## config.mk

```make
export PLATFORM = sky130hd
export DESIGN_NAME = vram_access_arbiter
export DESIGN_NICKNAME = d
export VERILOG_FILES = /design/src/rtl/vga_text_pkg.sv /design/src/rtl/starve_counter.sv /design/src/rtl/vram_access_arbiter.sv
export SDC_FILE = /design/constraint.sdc
export NUM_CORES = 1
export LEC_CHECK = 0
export ABC_CLOCK_PERIOD_IN_PS = 2090
export BUFFER_PORTS_ARGS = -buffer_cell sky130_fd_sc_hd__buf_2
export CAP_MARGIN = 20
export CORE_MARGIN = 2
export CORE_UTILIZATION = 30
export CTS_CLUSTER_SIZE = 25
export DETAILED_ROUTE_END_ITERATION = 7
export PLACE_DENSITY_LB_ADDON = 0.12
export SLEW_MARGIN = 20
export SYNTH_ARGS = -nofsm -noshare
export SYNTH_HDL_FRONTEND = slang
export SYNTH_SLANG_ARGS = --single-unit
```

## constraint.sdc

```tcl
create_clock -name CLK -period 2.09 [get_ports CLK]
set_input_delay 0.209 -clock CLK [delete_from_list [all_inputs] [get_ports CLK]]
set_output_delay 0.209 -clock CLK [all_outputs]
set_load 0.1 [all_outputs]
```

## src/rtl/vga_text_pkg.sv

```systemverilog
// rtl/vga_text_pkg.sv - shared constants and FSM state type for the VGA text-mode VRAM path
package vga_text_pkg;
   localparam int ADDR_W       = 10;
   localparam int DATA_W       = 32;
   localparam int NUM_WORDS    = 601;
   localparam int CTRL_REG     = 600;
   localparam int STARVE_LIMIT = 4;

   typedef enum logic [1:0] {
      S_IDLE,
      S_AVL_RD,
      S_AVL_DONE
   } state_e;
endpackage

```

## src/rtl/starve_counter.sv

```systemverilog
// rtl/starve_counter.sv - saturating counter of cycles a pending Avalon access has lost arbitration
module starve_counter #(
   parameter int LIMIT = 4
) (
   input  logic clk,
   input  logic rst,
   input  logic inc,
   input  logic clr,
   output logic at_limit
);
   localparam int CNT_W = $clog2(LIMIT + 1);

   logic [CNT_W-1:0] cnt_q;
   logic [CNT_W-1:0] cnt_d;

   always_comb begin
      at_limit = (cnt_q == CNT_W'(LIMIT));
      cnt_d    = cnt_q;
      if (clr) begin
         cnt_d = '0;
      end else if (inc && !at_limit) begin
         cnt_d = cnt_q + CNT_W'(1);
      end
   end

   always_ff @(posedge clk) begin
      if (rst) begin
         cnt_q <= '0;
      end else begin
         cnt_q <= cnt_d;
      end
   end
endmodule

```

## src/rtl/vram_access_arbiter.sv

```systemverilog
// rtl/vram_access_arbiter.sv - arbitrates the single-port VRAM between display fetch and the Avalon slave
module vram_access_arbiter #(
   parameter int ADDR_W       = vga_text_pkg::ADDR_W,
   parameter int DATA_W       = vga_text_pkg::DATA_W,
   parameter int NUM_WORDS    = vga_text_pkg::NUM_WORDS,
   parameter int STARVE_LIMIT = vga_text_pkg::STARVE_LIMIT
) (
   input  logic              CLK,
   input  logic              RESET,
   input  logic              AVL_CS,
   input  logic              AVL_READ,
   input  logic              AVL_WRITE,
   input  logic [3:0]        AVL_BYTE_EN,
   input  logic [ADDR_W-1:0] AVL_ADDR,
   input  logic [DATA_W-1:0] AVL_WRITEDATA,
   output logic [DATA_W-1:0] AVL_READDATA,
   output logic              AVL_WAITREQUEST,
   input  logic              DISP_REQ,
   input  logic [ADDR_W-1:0] DISP_ADDR,
   output logic              DISP_GNT,
   output logic              DISP_VALID,
   output logic [DATA_W-1:0] DISP_RDATA,
   output logic [ADDR_W-1:0] RAM_ADDR,
   output logic              RAM_WE,
   output logic [3:0]        RAM_BE,
   output logic [DATA_W-1:0] RAM_WDATA,
   input  logic [DATA_W-1:0] RAM_RDATA
);
   import vga_text_pkg::*;

   localparam logic [ADDR_W:0] NUM_WORDS_W = (ADDR_W + 1)'(NUM_WORDS);

   state_e              state_q, state_d;
   logic                disp_valid_q, disp_valid_d;
   logic [DATA_W-1:0]   disp_rdata_q, disp_rdata_d;
   logic [DATA_W-1:0]   avl_readdata_q, avl_readdata_d;

   logic avl_pend, avl_oor, idle, starved;
   logic disp_gnt, avl_gnt, wr_done, rd_gnt, oor_done;
   logic cnt_inc, cnt_clr;

   starve_counter #(.LIMIT(STARVE_LIMIT)) u_starve (
      .clk      (CLK),
      .rst      (RESET),
      .inc      (cnt_inc),
      .clr      (cnt_clr),
      .at_limit (starved)
   );

   // Display wins unless the Avalon side has already lost STARVE_LIMIT cycles in a row.
   always_comb begin
      avl_pend = AVL_CS & (AVL_READ | AVL_WRITE);
      avl_oor  = ({1'b0, AVL_ADDR} >= NUM_WORDS_W);
      idle     = (state_q == S_IDLE);
      disp_gnt = !RESET & DISP_REQ & !(avl_pend & starved);
      oor_done = !RESET & avl_pend & avl_oor & idle;
      avl_gnt  = !RESET & !disp_gnt & avl_pend & !avl_oor & idle;
      wr_done  = avl_gnt & !AVL_READ;
      rd_gnt   = avl_gnt & AVL_READ;
      cnt_inc  = avl_pend & idle & !avl_gnt & !oor_done;
      cnt_clr  = avl_gnt | oor_done | !avl_pend;
   end

   always_comb begin
      state_d = state_q;
      case (state_q)
         S_IDLE:     if (rd_gnt) state_d = S_AVL_RD;
         S_AVL_RD:   state_d = S_AVL_DONE;
         S_AVL_DONE: state_d = S_IDLE;
         default:    state_d = S_IDLE;
      endcase
   end

   always_comb begin
      disp_valid_d   = disp_gnt;
      disp_rdata_d   = disp_valid_q ? RAM_RDATA : disp_rdata_q;
      avl_readdata_d = (state_q == S_AVL_RD) ? RAM_RDATA : avl_readdata_q;
   end

   always_ff @(posedge CLK) begin
      if (RESET) begin
         state_q        <= S_IDLE;
         disp_valid_q   <= 1'b0;
         disp_rdata_q   <= '0;
         avl_readdata_q <= '0;
      end else begin
         state_q        <= state_d;
         disp_valid_q   <= disp_valid_d;
         disp_rdata_q   <= disp_rdata_d;
         avl_readdata_q <= avl_readdata_d;
      end
   end

   // Read data is only driven while the read completes; out-of-range reads therefore see 0.
   always_comb begin
      AVL_READDATA    = (state_q == S_AVL_DONE) ? avl_readdata_q : '0;
      AVL_WAITREQUEST = avl_pend & !wr_done & (state_q != S_AVL_DONE) & !oor_done;
      DISP_GNT        = disp_gnt;
      DISP_VALID      = disp_valid_q;
      DISP_RDATA      = disp_valid_q ? RAM_RDATA : disp_rdata_q;
      RAM_ADDR        = disp_gnt ? DISP_ADDR : AVL_ADDR;
      RAM_WE          = wr_done;
      RAM_BE          = AVL_BYTE_EN;
      RAM_WDATA       = AVL_WRITEDATA;
   end
endmodule

```

## After elaboration in Yosys (flattened, before gate mapping)

Index checks and enable logic that the tools add are counted.

| cells by class | value |
|---|---|
| add/sub/neg operators | 1 |
| magnitude comparators | 1 |
| equal/unequal tests | 5 |
| muxes and demuxes | 5 |
| bitwise gates (word level) | 22 |
| reduce and logical (&&, ||, !) cells | 13 |

Operators by type and width:

| cell | count |
|---|---|
| 2-to-1 mux 32 bit | 2 |
| AND 1 bit | 19 |
| >= comparator 10 bit, second input constant | 1 |
| logical NOT 1 bit | 10 |
| 2-to-1 mux 10 bit | 1 |
| one-hot mux 2 bit (2 select lines) | 1 |
| adder 3 x 1 -> 3 bit, second input constant | 1 |
| equality test 3 bit, second input constant | 1 |
| OR 1 bit | 3 |
| equality test 2 x 1 -> 1 bit, second input constant | 1 |
| equality test 2 bit, second input constant | 1 |
| logical NOT 2 bit | 1 |
| 2-to-1 mux 2 bit | 1 |
| inequality test 2 x 1 -> 1 bit, second input constant | 1 |
| inequality test 2 bit, second input constant | 1 |
| OR reduction 2 bit | 1 |
| logical AND 1 bit | 1 |

| storage, ports and cells | value |
|---|---|
| register bits | 70 |
| input bits | 94 |
| output and inout port bits | 114 |
| word-level logic and storage cells | 52 |

## Longest topological paths before layout

Gate-level depths: netlist of the first run.

| logic depth | value |
|---|---|
| word-level depth | 15 |
| gate-level depth with buffers | 6 |
| gate-level depth less buffers | 5 |

## By module

A second synthesis of the first run with hierarchy kept.

| unflattened totals | value |
|---|---|
| cells, all modules | 372 |
| area total of the unflattened synthesis | 3367.0 sq um |

By module, submodules not included:

| module | instances | cells an instance | area each (sq um) | sequential area each (sq um) |
|---|---|---|---|---|
| vram_access_arbiter | 1 | 354 | 3179.3 | 1341.3 |
| starve_counter | 1 | 18 | 187.7 | 60.1 |

## Worst setup path before layout of the first run

Ideal clock, no wire load.

| path | value |
|---|---|
| path kind | register to output |
| start point | register u_starve.cnt_q[0] |
| end point | output RAM_WE |
| arrival | 3.933 ns |
| data required time | 1.881 ns |
| path slack | -2.052 ns |
| stages on the path, launching flop included | 6 |
| path buffers | 0 |
| cell sequence | dfxtp_1 -> inv_1 -> ha_1 -> a21bo_2 -> nand3_1 -> nor4b_1 |

| between the ends | value |
|---|---|
| longest elaborated chain between the ends | 10 |

RTL lines:

| what | RTL line | RTL |
|---|---|---|
| start, declared | starve_counter.sv:13 | `logic [CNT_W-1:0] cnt_q;` |
| start signal, assigned | starve_counter.sv:30 | `cnt_q <= cnt_d;` |
| equality test 3 bit | starve_counter.sv:17 | `at_limit = (cnt_q == CNT_W'(LIMIT));` |
| AND 1 bit | vram_access_arbiter.sv:55 | `disp_gnt = !RESET & DISP_REQ & !(avl_pend & starved);` |
| logical NOT 1 bit | vram_access_arbiter.sv:55 |  |
| AND 1 bit | vram_access_arbiter.sv:55 |  |
| logical NOT 1 bit | vram_access_arbiter.sv:57 | `avl_gnt = !RESET & !disp_gnt & avl_pend & !avl_oor & idle;` |
| AND 1 bit (4 in a row) | vram_access_arbiter.sv:57 |  |
| AND 1 bit | vram_access_arbiter.sv:58 | `wr_done = avl_gnt & !AVL_READ;` |
| end, declared | vram_access_arbiter.sv:24 | `output logic RAM_WE,` |

No other way between the ends.

## Worst setup path after layout of the first run

| path | value |
|---|---|
| start point | register u_starve.cnt_q[0] |
| end point | output RAM_ADDR[8] |

| between the ends | value |
|---|---|
| longest elaborated chain between the ends | 5 |

RTL lines:

| what | RTL line | RTL |
|---|---|---|
| equality test 3 bit | starve_counter.sv:17 |  |
| AND 1 bit | vram_access_arbiter.sv:55 |  |
| logical NOT 1 bit | vram_access_arbiter.sv:55 |  |
| AND 1 bit | vram_access_arbiter.sv:55 |  |
| 2-to-1 mux 10 bit | vram_access_arbiter.sv:101 | `RAM_ADDR = disp_gnt ? DISP_ADDR : AVL_ADDR;` |
| end, declared | vram_access_arbiter.sv:23 | `output logic [ADDR_W-1:0] RAM_ADDR,` |

No other way between the ends.

==> impl_metrics.csv, run 1 <==
group,metric,value,unit
run_status,status,"finished clean",
clocking,cts_tree,"built",
logic_synthesis,synthXorXnorAreaFrac,0,%
setup_path,critical_path_required,1.88,ns
drt,wire_per_inst,13.0,um
layout,drive_gt1_share,47.9,%
die,die_area,12300,um2
global_route,first_global_vias,2777,
layout,antennaDiodeCount,0,
die,boundaryPins,208,
setup_path,critPathMaxFanout,7,
layout,final_util,49.6,%
sta,hold-worst-slack,0.131,ns
logic_synthesis,synth-seq-cells,70,
sta,report.final.slew_viol_count,0,
logic_synthesis,seq_area_frac_synth,41.0,%
sta,fmax,484,MHz
clocking,cts.hold.buffers_added,0,
sta,relSlewSlack,63.0,%
sta,tightest_slew,0.555,ns
drt,vias,2743,
logic_synthesis,yosys.area_share.simple,22.1,%
clocking,clkSinkCount,70,
setup_path,startpoint_type,"register",
drt,drcViolationCount,0,
power,power.density,733,nW/um2
logic_synthesis,synth_area,3420,um2
logic_synthesis,synthCells,372,
clocking,numCtsBuffers,9,
logic_synthesis,synthAdderAreaFrac,0.732,%
global_route,grt.overflow.total,0,
logic_synthesis,yosys.cell_types.count,37,
die,row_count,38,
setup_path,crit_family,"buffers and inverters",
sta,finalCritPeriodShare,98.9,%
placement,dp_cells,599,
logic_synthesis,syn_nets,468,
clocking,clock_latency,0.32,ns
layout,n_fill_cell,1048,
logic_synthesis,async_flop_share,0,%
setup_path,end_kind,"output pin",
logic_synthesis,synth_top_family_by_area,"simple AND/OR/NAND/NOR gates",
setup_path,crit_type,"register to output pin",
logic_synthesis,synth.area.mux_share,15.0,%
die,die_h,111,um
drt,via_per_inst,4.44,
drt,postRouteWirelength,8020,um
global_route,grt_pass1_wl,13500,um
sta,fin_crit,2.07,ns
layout,layout.nets,569,
placement,numPortBuffers,135,
clocking,root_buffer,"clkbuf_16",
logic_synthesis,synth_edf_count,0,
sta,rsz0062_at_grt,"true",
setup_path,cp_slowest_cell,"dfxtp_2",
drt,drt_iter0_markers,62,
logic_synthesis,synth_compound_area_share,8.82,%
sta,report.final.hold_viol_count,0,
die,start_util,31.1,%
global_route,grt_usage,13.3,%
setup_path,critical_path.cell_chain,"inv_2, ha_4, nand2_4, o21ai_4, buf_6, mux2_4, buf_12",
sta,tns,0,ns
sta,setup_viol,0,
logic_synthesis,yosys_warnings,0,
power,leakagePower,2.24,nW
clocking,clk_pin_slew,0.06,ns
clocking,cts.htree.levels,3,
power,ir_drop,0.386,mV
placement,gp_congestion,0.655,
die,core_area,11000,um2
die,die_x,111,um
setup_path,arrival,1.86,ns
placement,dp_hpwl,6020,um
drt,drt.antenna.violating_nets,0,
layout,syn_to_final_growth,59.4,%
logic_synthesis,ys_dominant_reg_cell,"dfxtp_1",
logic_synthesis,avgSynthCellArea,9.19,um2
flow_run,max-cap-violations,0,
clocking,cts_buffer_depth,2,
layout,seqCellArea,1410,um2
power,power,3.99,mW
global_route,antenna_found_initial,0,
global_route,grt_max_degree,35,
setup_path,critPathMaxStageDelay,0.32,ns
layout,final_cells,618,
layout,multi_input_area,1650,um2
worst_hold_path,hold_path_class,"input port to register",
drt,first_pass_iters,4,
sta,skew,0.00556,ns
setup_path,crit_buf_inv,3,
## through the flow
stage | setup WS, ns | cell area [um2]
final | 0.0240 | 5450
after floorplan | -0.0969 | 3440
after detailed placement | 0.126 | 5060
after global routing | -0.0388 | 5450
after global placement | 0.182 | 5060
after CTS | 0.00351 | 5420
## worst min-delay path: cells and delay by family
family	cells	cell delay [ns]
buffers and inverters	1	0.10
AND/OR/NAND/NOR	1	0.05
AO/OA/AOI/OAI	1	0.05
## path summary, 6_finish.rpt
check	from	end	slack [ns]	depth (start not counted)
setup / recovery	u_starve.cnt_q[0]	RAM_ADDR[8]	0.02	7
hold / removal	RAM_RDATA[6]	avl_readdata_q[6]	0.13	3
setup reg to reg	u_starve.cnt_q[1]	u_starve.cnt_q[1]	0.60	6
hold reg to reg	avl_readdata_q[8]	avl_readdata_q[8]	0.45	2
## metal layers
| metal | track usage [%] | wire length (um) | vias to the layer above |
|---|---|---|---|
| met2 | 22.2 | 3890 | 107 |
| met1 | 15.2 | 3270 | 1240 |
| met4 | 5.83 | 140 | 0 |
| li1 | - | - | 1379 |
| met5 | 0 | 0 | - |
| met3 | 4.76 | 720 | 17 |
## timing repair
| action | in CTS | in global routing |
|---|---|---|
| endpoints found under the setup margin | 13 | 11 |
| resized for setup | 14 | 4 |
| pin swaps | 2 | 2 |
| setup buffers | 1 | 2 |
## layout by cell type (no fill, tap or decap), types with 3 or more instances in the layout
master	Yosys	layout
inv_1	6	4
buf_6	4	3
a21oi_1	33	32
and2_1	32	32
dfxtp_1	70	67
buf_4	36	15
buf_2	11	59
clkbuf_16	0	9
nand2_1	66	65
nor2b_1	34	33
mux2_2	32	37
mux2_4	5	5
dfxtp_2	0	3
buf_12	0	72
## synthesized netlist by cell type, drive strengths merged (2+ instances only)
cell type / count / area, um2
ha: 2 / 25.0
o21ai: 2 / 25.0
nand2: 66 / 248
nor2b: 35 / 221
mux2i: 2 / 20.0
nand2b: 2 / 12.5
inv: 6 / 22.5
clkbuf: 6 / 22.5
a211oi: 2 / 25.0
and2: 32 / 200
a21oi: 33 / 165
mux2: 42 / 492
nor2: 2 / 7.51
dfxtp: 70 / 1400
buf: 53 / 378
a2111oi: 2 / 30.0
nor3: 3 / 20.0
## state kept, by name (all words and copies together), names as in the netlist
name	cells
DISP_VALID	1
avl_readdata_q	32
disp_rdata_q	32
state_q	2
u_starve.cnt_q	3
## cell type report
class | instances | share of cell area, %
Clock buffer | 11 | 4.64
Tap cell | 140 | 3.22
Multi-Input combinational cell | 237 | 30.3
Sequential cell | 70 | 25.8
Timing Repair Buffer | 149 | 34.6
Clock inverter | 5 | 1.03
Inverter | 6 | 0.413
## report_power, final
part	internal (mW)	switching, mW
combinational	0.378	0.679
sequential	1.38	0.0119
clock	0.988	0.558
## logic make-up (layout without fill, tap and decap cells)
logic type	Yosys count	count (layout)
flip-flops	70	70
AND/OR/NAND/NOR	146	146
adder cells (fa/ha/maj)	2	2
AO/OA/AOI/OAI	45	45
buffers and inverters	65	171
multiplexers	44	44
No activity file was read; power rests on OpenSTA's default activity.
==> inputs of run 2 (changes only) <==
Settings changed: ABC_CLOCK_PERIOD_IN_PS 2090 to 1900, GPL_TIMING_DRIVEN set to 1.
Clock period 2.09 ns to 1.9 ns, I/O delays scaled along.
==> impl_metrics.csv, run 2 (synthesis results as in run 1) <==
group,metric,value,unit
layout,layout.nets,575,
layout,final_cells,624,
sta,fmax,510,MHz
setup_path,crit_type,"register to output pin",
sta,skew,0.00651,ns
setup_path,rr_startpoint,"u_starve.cnt_q[1]",
setup_path,rr_worst_depth,5,
drt,drt.antenna.violating_nets,0,
sta,setup_viol,11,
sta,tns,-0.550,ns
drt,vias,2766,
placement,dp_cells,598,
die,boundaryPins,208,
die,die_area,12300,um2
run_status,status,"finished, violations left",
clocking,cts_tree,"built",
setup_path,startpoint_type,"register",
drt,drt_iter0_markers,63,
power,power,4.43,mW
setup_path,ff2ff_setup_slack,0.41,ns
die,die_h,111,um
sta,hold-worst-slack,0.106,ns
global_route,grt_pass1_wl,14000,um
clocking,cts.htree.levels,3,
run_status,violations,"negative setup slack",
setup_path,arrival,1.77,ns
layout,final_cell_mix,"75 x buf_2, 65 x nand2_1, 65 x dfxtp_1, 46 x buf_12, 33 x nor2b_1",
sta,tightest_slew,0.493,ns
sta,layout_setup_ws,-0.0604,ns
global_route,grt.met3_usage,5.85,%
layout,final_common_cell,"buf_2",
die,start_util,31.1,%
die,die_x,111,um
power,power.density,843,nW/um2
drt,drcViolationCount,0,
worst_hold_path,hold_end,"avl_readdata_q[22]",
clocking,cts.hold.buffers_added,0,
global_route,grt_usage,14.1,%
placement,place_area,4610,um2
drt,first_pass_iters,4,
clocking,root_buffer,"clkbuf_16",
global_route,grt_util_met2,23.0,%
sta,report.final.slew_viol_count,0,
worst_hold_path,whs_path_depth,3,
setup_path,critPathMaxFanout,6,
layout,syn_to_final_growth,53.6,%
global_route,gr-usage-met1,16.5,%
sta,finalCritPeriodShare,103,%
global_route,grt_max_degree,37,
placement,gp_congestion,0.687,
power,ir_drop,0.462,mV
drt,wire_per_inst,13.6,um
worst_hold_path,hold_path_class,"input port to register",
global_route,grt.overflow.total,0,
global_route,first_global_vias,2735,
layout,final_util,47.8,%
die,core_area,11000,um2
layout,final_cell_area,5250,um2
clocking,clock_latency,0.33,ns
setup_path,cp-startpoint,"u_starve.cnt_q[1]",
setup_path,end_kind,"output pin",
sta,relSlewSlack,67.4,%
die,row_count,38,
sta,fin_crit,1.96,ns
drt,via_per_inst,4.43,
drt,postRouteWirelength,8490,um
setup_path,critical_path_required,1.71,ns
global_route,grt_busiest_layer,"met2",
clocking,clk_pin_slew,0.06,ns
flow_run,max-cap-violations,0,
layout,drive_gt1_share,49.2,%
sta,report.final.hold_viol_count,0,
global_route,antenna_found_initial,0,
clocking,numCtsBuffers,9,
layout,antennaDiodeCount,0,
placement,pre_cts_slack,0.114,ns
layout,largest_registers,"avl_readdata_q: 32 flops, disp_rdata_q: 32 flops, u_starve.cnt_q: 3 flops",
placement,dp_hpwl,6030,um
power,leakagePower,2.23,nW
placement,numPortBuffers,135,
worst_hold_path,worst_hold_startpoint,"RAM_RDATA[22]",
setup_path,r2r_end,"u_starve.cnt_q[2]",
sta,rsz0062_at_grt,"true",
clocking,clkSinkCount,70,
clocking,cts_buffer_depth,2,
-- run 2: cell type report --
type                    count  area (um2)
multi-input cells         237        1700
inverters                   6        22.5
flip-flops and latches     70        1410
clock buffers               9         225
fillers                  1060        5730
well taps                 140         175
repair buffers            155        1620
clock inverters             7         105
-- run 2: layer usage --
metal	up-vias	part of all wire (%)
met1	1253	42
met2	100	47
met4	0	1.8
li1	1400	-
met3	13	9.4
met5	-	0
-- run 2: repair_timing --
item | in CTS | in global routing
hold endpoints to repair | 0 | 0
setup buffers | 6 | 5
setup endpoints to repair | 29 | 32
gates cloned | 1 | 0
resized for setup | 66 | 1
pin swaps | 5 | 3
-- run 2: where the power goes --
part	internal (mW)	switching [mW]	total (mW)
logic	0.325	0.735	1.06
registers	1.51	0.0149	1.53
clock network	1.17	0.670	1.84
total	3.01	1.42	4.43
-- run 2: how the worst max path moves through the flow --
stage	to	slack (ns)	depth (start not counted)
6_report	RAM_ADDR[4]	-0.06	7
5_1_grt	RAM_ADDR[4]	-0.14	7
4_1_cts	RAM_ADDR[2]	-0.12	8
3_5_place_dp	RAM_ADDR[4]	0.11	7
3_3_place_gp	RAM_ADDR[3]	0.14	7
2_1_floorplan	RAM_WE	-0.13	5
-- run 2: critical path: stages (launching register included) --
cell,delay [ns]
dfxtp_2,0.32
inv_2,0.06
ha_4,0.17
nand2_4,0.06
o21ai_4,0.18
buf_6,0.16
mux2_4,0.32
buf_12,0.17
==> inputs of run 3 (changes only) <==
Settings changed: CORE_UTILIZATION 30 to 39.
==> impl_metrics.csv, run 3 (synthesis results as in run 1) <==
group,metric,value,unit
setup_path,ff2ff_setup_slack,0.42,ns
die,die_h,97.6,um
sta,report.final.slew_viol_count,0,
drt,postRouteWirelength,8400,um
drt,drt_iter0_markers,19,
sta,layout_setup_ws,-0.0570,ns
die,row_count,34,
placement,dp_hpwl,5870,um
setup_path,startpoint_type,"register",
placement,numPortBuffers,135,
run_status,violations,"negative setup slack",
setup_path,critical_path_required,1.71,ns
drt,drt.antenna.violating_nets,0,
sta,tns,-0.505,ns
global_route,antenna_found_initial,0,
clocking,root_buffer,"clkbuf_8",
worst_hold_path,whs_path_depth,3,
die,die_area,9530,um2
global_route,first_global_vias,2765,
run_status,status,"finished, violations left",
die,core_area,8590,um2
clocking,cts.htree.levels,3,
layout,drive_gt1_share,49.2,%
placement,pre_cts_slack,0.123,ns
die,boundaryPins,208,
clocking,cts_buffer_depth,2,
sta,setup_viol,11,
power,leakagePower,2.16,nW
sta,report.final.hold_viol_count,0,
global_route,grt.overflow.total,0,
clocking,numCtsBuffers,9,
setup_path,rr_worst_depth,6,
worst_hold_path,hold_end,"avl_readdata_q[11]",
layout,layout.nets,576,
setup_path,critPathMaxFanout,6,
drt,first_pass_iters,4,
flow_run,max-cap-violations,0,
sta,rsz0062_at_grt,"true",
layout,antennaDiodeCount,0,
power,power.density,759,nW/um2
die,die_x,97.6,um
setup_path,arrival,1.77,ns
sta,relSlewSlack,66.9,%
sta,fmax,511,MHz
sta,tightest_slew,0.500,ns
drt,vias,2807,
layout,syn_to_final_growth,46.1,%
sta,fin_crit,1.96,ns
layout,largest_registers,"avl_readdata_q: 32 flops, disp_rdata_q: 32 flops, u_starve.cnt_q: 3 flops",
setup_path,r2r_end,"u_starve.cnt_q[1]",
sta,skew,0.00979,ns
layout,final_cell_mix,"90 x buf_2, 65 x nand2_1, 65 x dfxtp_1, 45 x buf_12, 33 x nor2b_1",
setup_path,cp-startpoint,"u_starve.cnt_q[0]",
worst_hold_path,hold_path_class,"input port to register",
sta,finalCritPeriodShare,103,%
drt,wire_per_inst,14.2,um
global_route,grt_max_degree,46,
power,ir_drop,0.377,mV
drt,via_per_inst,4.74,
worst_hold_path,worst_hold_startpoint,"RAM_RDATA[11]",
global_route,grt_usage,17.7,%
clocking,clock_latency,0.34,ns
clocking,cts_tree,"built",
layout,final_common_cell,"buf_2",
global_route,grt_pass1_wl,13500,um
setup_path,rr_startpoint,"u_starve.cnt_q[0]",
layout,final_util,58.1,%
setup_path,end_kind,"output pin",
clocking,clkSinkCount,70,
drt,drcViolationCount,0,
placement,gp_congestion,0.730,
die,start_util,39.8,%
clocking,clk_pin_slew,0.08,ns
setup_path,crit_type,"register to output pin",
## run 3: changes by cell type in the layout (fill, tap and decap cells not counted), sizes merged
| cell | delta |
|---|---|
| buf | +1 |
| bufinv | -1 |
| clkbuf | +1 |
| clkinv | +1 |
| inv | -2 |
## run 3: worst max-delay path, stage by stage, from the launching register on
cell and delay (ns):
dfxtp_2 0.32, inv_2 0.07, ha_4 0.16, nand2_4 0.06, o21ai_4 0.16, buf_6 0.16, mux2_4 0.32, buf_12 0.17
## run 3: power by group
group	switching [mW]	total, mW	internal, mW	leakage [nW]
Combinational	0.730	1.02	0.292	1.49
Sequential	0.0147	1.53	1.51	0.572
Clock	0.564	1.24	0.679	0.104
Total	1.31	3.79	2.48	2.16
## run 3: routing by layer
metal	GRT usage, %	wire, um	up-vias
li1	-	-	1389
met1	19.5	3270	1275
met2	30.5	4200	112
met3	6.19	701	31
met4	8.65	225	0
met5	0	0	-
## run 3: area by class of cell
type                    count  area [um2]
clock inverters             5        56.3
well taps                 108         135
repair buffers            156        1520
clock buffers              10         149
inverters                   6        22.5
fillers                   761        3600
multi-input cells         237        1700
flip-flops and latches     70        1410
## run 3: worst max path at each step
stage                       end  slack, ns  cells past startpoint
global placement    RAM_ADDR[7]       0.16                      7
global route        RAM_ADDR[0]      -0.14                      7
floorplan                RAM_WE      -0.13                      5
finish              RAM_ADDR[6]      -0.06                      7
CTS                 RAM_ADDR[2]      -0.12                      8
detailed placement  RAM_ADDR[7]       0.12                      7
## run 3: per-stage QoR
| stage | cells | total power, mW | cell area, um2 | hold slack [ns] |
|---|---|---|---|---|
| after CTS | 591 | 3.84 | 5010 | 0.0713 |
| final | 592 | 3.79 | 4990 | 0.0860 |
| after floorplan | 372 | 2.67 | 3480 | 0.326 |
| after detailed placement | 567 | 2.53 | 4580 | 0.381 |
| after global routing | 592 | 3.95 | 4990 | 0.0710 |
| after global placement | 567 | 2.52 | 4580 | 0.381 |
## run 3: what timing repair did
| item | in CTS | in global routing |
|---|---|---|
| cloned | 1 | 0 |
| gates resized for setup | 34 | 2 |
| setup endpoints to repair | 44 | 21 |
| hold buffers | 0 | 0 |
| setup buffers | 8 | 3 |
| pin swaps | 4 | 4 |
